File: src/rtl/ps2_pkg.sv
// Shared constants and FSM state encoding for the PS/2 line conditioner.
package ps2_pkg;

    typedef enum logic [1:0] {
        ST_IDLE     = 2'd0,
        ST_RECEIVE  = 2'd1,
        ST_COMPLETE = 2'd2
    } ps2_state_t;

    localparam int FRAME_BITS              = 11;
    localparam int DEFAULT_DEBOUNCE_CYCLES = 8;
    localparam int DEFAULT_TIMEOUT_CYCLES  = 5000;

endpackage

File: src/rtl/line_debouncer.sv
// Two-flop synchronizer followed by a run-length debounce filter for one PS/2 line.
module line_debouncer #(
    parameter int DEBOUNCE_CYCLES = ps2_pkg::DEFAULT_DEBOUNCE_CYCLES
) (
    input  logic FCLK,
    input  logic RESET,
    input  logic line_raw,
    output logic line_filtered
);

    localparam int CNT_W = $clog2(DEBOUNCE_CYCLES + 1);

    logic             sync_1;
    logic             sync_2;
    logic [CNT_W-1:0] stable_count;

    always_ff @(posedge FCLK or posedge RESET) begin
        if (RESET) begin
            sync_1        <= 1'b1;
            sync_2        <= 1'b1;
            line_filtered <= 1'b1;
            stable_count  <= '0;
        end else begin
            sync_1 <= line_raw;
            sync_2 <= sync_1;
            // Any sample agreeing with the filtered value restarts the run.
            if (sync_2 == line_filtered) begin
                stable_count <= '0;
            end else if (stable_count == CNT_W'(DEBOUNCE_CYCLES - 1)) begin
                line_filtered <= sync_2;
                stable_count  <= '0;
            end else begin
                stable_count <= stable_count + 1'b1;
            end
        end
    end

endmodule

File: src/rtl/ps2_line_conditioner.sv
// PS/2 receive front end: filters both lines, pulses on clock falling edges and frames bits.
//
// state       | meaning
// ST_IDLE     | waiting for a falling edge with data low (start bit)
// ST_RECEIVE  | counting bits; idle timer running between edges
// ST_COMPLETE | one cycle: report stop bit as confirm or error, then idle
module ps2_line_conditioner #(
    parameter int DEBOUNCE_CYCLES = ps2_pkg::DEFAULT_DEBOUNCE_CYCLES,
    parameter int TIMEOUT_CYCLES  = ps2_pkg::DEFAULT_TIMEOUT_CYCLES,
    parameter int FRAME_BITS      = ps2_pkg::FRAME_BITS
) (
    input  logic       FCLK,
    input  logic       RESET,
    input  logic       ps2ClockRaw,
    input  logic       ps2DataRaw,
    output logic       controlClock,
    output logic       debouncedData,
    output logic       confirmSendData,
    output logic       frameError,
    output logic       frameTimeout,
    output logic [3:0] bitCount
);

    import ps2_pkg::*;

    localparam int         TIMER_W  = $clog2(TIMEOUT_CYCLES + 1);
    localparam logic [3:0] LAST_BIT = 4'(FRAME_BITS - 1);

    logic               clock_filtered;
    logic               clock_prev;
    logic               falling_edge;
    logic               timer_expired;
    logic               stop_bit;
    logic [TIMER_W-1:0] idle_timer;
    ps2_state_t         state;

    line_debouncer #(.DEBOUNCE_CYCLES(DEBOUNCE_CYCLES)) u_clock_debouncer (
        .FCLK          (FCLK),
        .RESET         (RESET),
        .line_raw      (ps2ClockRaw),
        .line_filtered (clock_filtered)
    );

    line_debouncer #(.DEBOUNCE_CYCLES(DEBOUNCE_CYCLES)) u_data_debouncer (
        .FCLK          (FCLK),
        .RESET         (RESET),
        .line_raw      (ps2DataRaw),
        .line_filtered (debouncedData)
    );

    assign falling_edge  = clock_prev & ~clock_filtered;
    assign timer_expired = (state == ST_RECEIVE) &&
                           (idle_timer == TIMER_W'(TIMEOUT_CYCLES - 1));

    always_ff @(posedge FCLK or posedge RESET) begin
        if (RESET) begin
            clock_prev   <= 1'b1;
            controlClock <= 1'b0;
        end else begin
            clock_prev   <= clock_filtered;
            controlClock <= falling_edge;
        end
    end

    // Saturating idle timer; only meaningful while a frame is in progress.
    always_ff @(posedge FCLK or posedge RESET) begin
        if (RESET) begin
            idle_timer <= '0;
        end else if (falling_edge || (state != ST_RECEIVE)) begin
            idle_timer <= '0;
        end else if (idle_timer != TIMER_W'(TIMEOUT_CYCLES)) begin
            idle_timer <= idle_timer + 1'b1;
        end
    end

    always_ff @(posedge FCLK or posedge RESET) begin
        if (RESET) begin
            state           <= ST_IDLE;
            bitCount        <= 4'd0;
            stop_bit        <= 1'b1;
            confirmSendData <= 1'b0;
            frameError      <= 1'b0;
            frameTimeout    <= 1'b0;
        end else begin
            confirmSendData <= 1'b0;
            frameError      <= 1'b0;
            frameTimeout    <= 1'b0;
            case (state)
                ST_IDLE: begin
                    if (falling_edge) begin
                        if (!debouncedData) begin
                            state    <= ST_RECEIVE;
                            bitCount <= 4'd1;
                        end else begin
                            bitCount <= 4'd0;
                        end
                    end
                end
                ST_RECEIVE: begin
                    // An edge always beats a simultaneous timeout.
                    if (falling_edge) begin
                        if (bitCount == LAST_BIT) begin
                            stop_bit <= debouncedData;
                            state    <= ST_COMPLETE;
                        end else begin
                            bitCount <= bitCount + 4'd1;
                        end
                    end else if (timer_expired) begin
                        frameTimeout <= 1'b1;
                        bitCount     <= 4'd0;
                        state        <= ST_IDLE;
                    end
                end
                ST_COMPLETE: begin
                    confirmSendData <= stop_bit;
                    frameError      <= ~stop_bit;
                    bitCount        <= 4'd0;
                    state           <= ST_IDLE;
                end
                default: begin
                    bitCount <= 4'd0;
                    state    <= ST_IDLE;
                end
            endcase
        end
    end

endmodule

File: config.mk
export PLATFORM = sky130hd
export DESIGN_NAME = ps2_line_conditioner
export DESIGN_NICKNAME = d
export VERILOG_FILES = /design/src/rtl/ps2_pkg.sv /design/src/rtl/line_debouncer.sv /design/src/rtl/ps2_line_conditioner.sv
export SDC_FILE = /design/constraint.sdc
export NUM_CORES = 1
export LEC_CHECK = 0
export CORE_UTILIZATION = 50
export DETAILED_ROUTE_END_ITERATION = 12
export GPL_TIMING_DRIVEN = 0
export PLACE_DENSITY = 0.79
export SYNTH_ARGS = -nofsm -noshare
export SYNTH_HDL_FRONTEND = slang
export SYNTH_SLANG_ARGS = --single-unit
File: constraint.sdc
create_clock -name FCLK -period 4.3 [get_ports FCLK]
set_input_delay 0.86 -clock FCLK [delete_from_list [all_inputs] [get_ports FCLK]]
set_output_delay 0.86 -clock FCLK [all_outputs]
set_load 0.005 [all_outputs]
==> flow_summary.ini <==
[synthesis]
yosysTopAreaCellShare = 0.4444
yosys-top-cells-count = dfrtp_1, nor2_1, xnor2_1
synth.distinct_cells = 32
muxShareOfSynthArea = 0.02509
synth_top_family_by_area = simple AND/OR/NAND/NOR gates
yosysMostFrequentCell = dfrtp_1
synth_ff_type = dfrtp_1
synth.yosys.seq_area_share = 0.5649
synth-adder-area-share = 0.04301
ys_warn_count = 0
synth_edf_count = 0
synth_top_cells_by_area = dfrtp_1, dfstp_2, xnor2_1
synthesis.nets = 168
synth-simple-area-share = 0.2208
ys_seq_elements = 39
syn_inst = 158
netlist_area_sq_um = 1745
synth-compound-area-share = 0.04229
async_reset_ff_frac = 1.000
yosys.area_share.xor_xnor = 0.08029
synth_area_per_cell_sq_um = 11.05
synth_largest_area_cell = dfrtp_1

[worst_setup_path]
path_class = register to primary output
cp-start-kind = register
worstPathCellList = clkdlybuf4s50_1
startpoint = u_data_debouncer.line_filtered$_DFFE_PP1P_
cp.arrival_ns = 1.44
critPathSlowestCell = dfstp_2
endpoint_kind = primary output
cp.required_ns = 3.44
crit_buf_inv = 1
cpPeakStageDelay_ns = 0.60
path_max_fanout = 6
r2r-start = idle_timer[6]$_DFFE_PP0P_
cp_top_family = flip-flops

[final_layout]
diodes = 0
fin_cells = 225
layout-drive-gt1-share = 0.1341
area_growth_pct = 17.56
final_nets = 188
num-fill-cells = 285

[power]
power-per-cell-area_nw_per_um2 = 508.2
swShare = 0.2862
ir_drop_mv = 0.2522
p_comb_frac = 0.233
p_seq_frac = 0.482
p_leak_nw = 0.8437
intPower_w = 0.0007444
p_clk_frac = 0.285
netSwitchingPower_w = 0.0002985

[timing]
hold_viol = 0
fin_tns_setup_ns = 0
max_freq_mhz = 434.1
worstMarginPinSlew_ns = 0.6664
relSlewSlack = 0.5517
period_needed_ns = 2.303
clock_skew_ns = 0.01269
setup_ws_ns = 1.997
setup_viol = 0
rsz0062_at_grt = no
fin_crit_sh = 0.5357
slew_viol_final = 0

[routing]
drt-vias-per-instance = 5.351
antenna_left = 0
vias = 1204
routed_wl_mm = 2.860
drc = 0
initialDrtViolationCount = 47
first_pass_iters = 4
wire_per_inst_um = 12.71

[outcome]
status = completed

[cts]
ctsHoldBuffers = 0
cts_num_sinks = 39
cts_buffers = 5
htreeDepth = 2
clk_latency_ns = 0.34
tritoncts = built
clk_transition_reported_paths_ns = 0.11
postCtsSetupRepairBufs = 0
cts_resized = 0
root_buffer = clkbuf_4
clk_path_buf_depth = 2

[floorplan]
pin_count = 13
die_area_sq_um = 3731
fp.coreArea_sq_um = 3337
die_x_um = 61.09
fp-row-count = 21
start_util = 0.5231
die-height_um = 61.09

[global_routing]
overflow = 0
track_usage = 0.1844
grt_pass1_vias = 1173
antenna_found_initial = 0
grt_pass1_wl_mm = 4.954
grt_start_max_net_pins = 25

[place]
port-buffer-count = 12
dpl.cell_count = 217
dp_slack_ns = 2.166
gp_congestion = 0.7723
dp_hpwl_mm = 2.104

[hold_path]
worstHoldStart = u_clock_debouncer.sync_1$_DFF_PP1_
worst_hold_path_type = register to register

[run]
max_cap_violations = 0
flip-flops by register name (all words and copies together), names as in the netlist, 2 cells and up:
signal                          count
bitCount                            4
state                               2
u_data_debouncer.stable_count       4
u_clock_debouncer.stable_count      4
idle_timer                         13
worst paths after layout:
kind                                                      endpoint  slack, ns  depth (start not counted)
worst max-delay path                                 debouncedData       2.00                          1
worst min-delay path            u_clock_debouncer.sync_2$_DFF_PP1_       0.36                          0
worst max register to register             bitCount[0]$_DFFE_PP0P_       2.15                          4
worst min register to register  u_clock_debouncer.sync_2$_DFF_PP1_       0.36                          0
max in group asynchronous       u_clock_debouncer.sync_1$_DFF_PP1_       2.78                          3
min in group asynchronous                  bitCount[2]$_DFFE_PP0P_       0.90                          2
placed cells by master, fill, tap and decap left out, drive strengths merged, types with 4 or more instances in the layout:
| cell type | Yosys | layout |
|---|---|---|
| ha | 6 | 6 |
| clkdlybuf4s50 | 0 | 12 |
| xnor2 | 13 | 13 |
| dfrtp | 31 | 31 |
| dfstp | 8 | 8 |
| nand2 | 4 | 4 |
| nor2 | 23 | 23 |
| nor3 | 9 | 9 |
| clkbuf | 1 | 7 |
| nand3 | 8 | 8 |
| inv | 10 | 10 |
| a21oi | 7 | 7 |
area by class of cell:
class                      count  area [sq um]  area share
buffer                         1         3.754    0.001829
clock buffer                   6         41.29     0.02012
clock inverter                 2         60.06     0.02927
inverter                      10         37.54     0.01829
multi-input combinational    108         718.2      0.3500
sequential                    39         985.9      0.4805
tap                           46         57.56     0.02805
timing repair buffer          13         147.6     0.07195
kinds of logic after synthesis:
group,Yosys count
AND/OR/NAND/NOR,70
flip-flops,39
XOR/XNOR,16
AO/OA/AOI/OAI,12
buffers and inverters,11
adder cells (fa/ha/maj),6
multiplexers,4
per-stage QoR:
stage / total power, W / util / hold slack [ns] / cell area [sq um]
floorplan: 0.0006623 / - / 0.3452 / 1745
global placement: 0.0007331 / 0.5763 / 0.3465 / 1923
detailed placement: 0.0007538 / 0.5846 / 0.3473 / 1951
CTS: 0.001054 / 0.6149 / 0.3633 / 2052
global route: 0.001109 / 0.6149 / 0.3666 / 2052
finish: 0.001043 / 0.6149 / 0.3615 / 2052
routing by layer:
metal	global-route usage	wire, um	vias to the layer above
met5	0	0	-
met4	0.09740	44	0
met3	0.03782	83	5
met2	0.3168	1461	21
met1	0.2176	1270	591
li1	-	-	587
power groups by stage:
stage               logic [W]  registers (W)  clock network (W)
global placement     0.000229       0.000504                  0
finish               0.000243       0.000502           0.000297
global route         0.000281       0.000511           0.000317
CTS                  0.000247       0.000502           0.000304
detailed placement   0.000244       0.000509                  0
floorplan            0.000167       0.000495                  0
(Power assumes the default switching activity.)
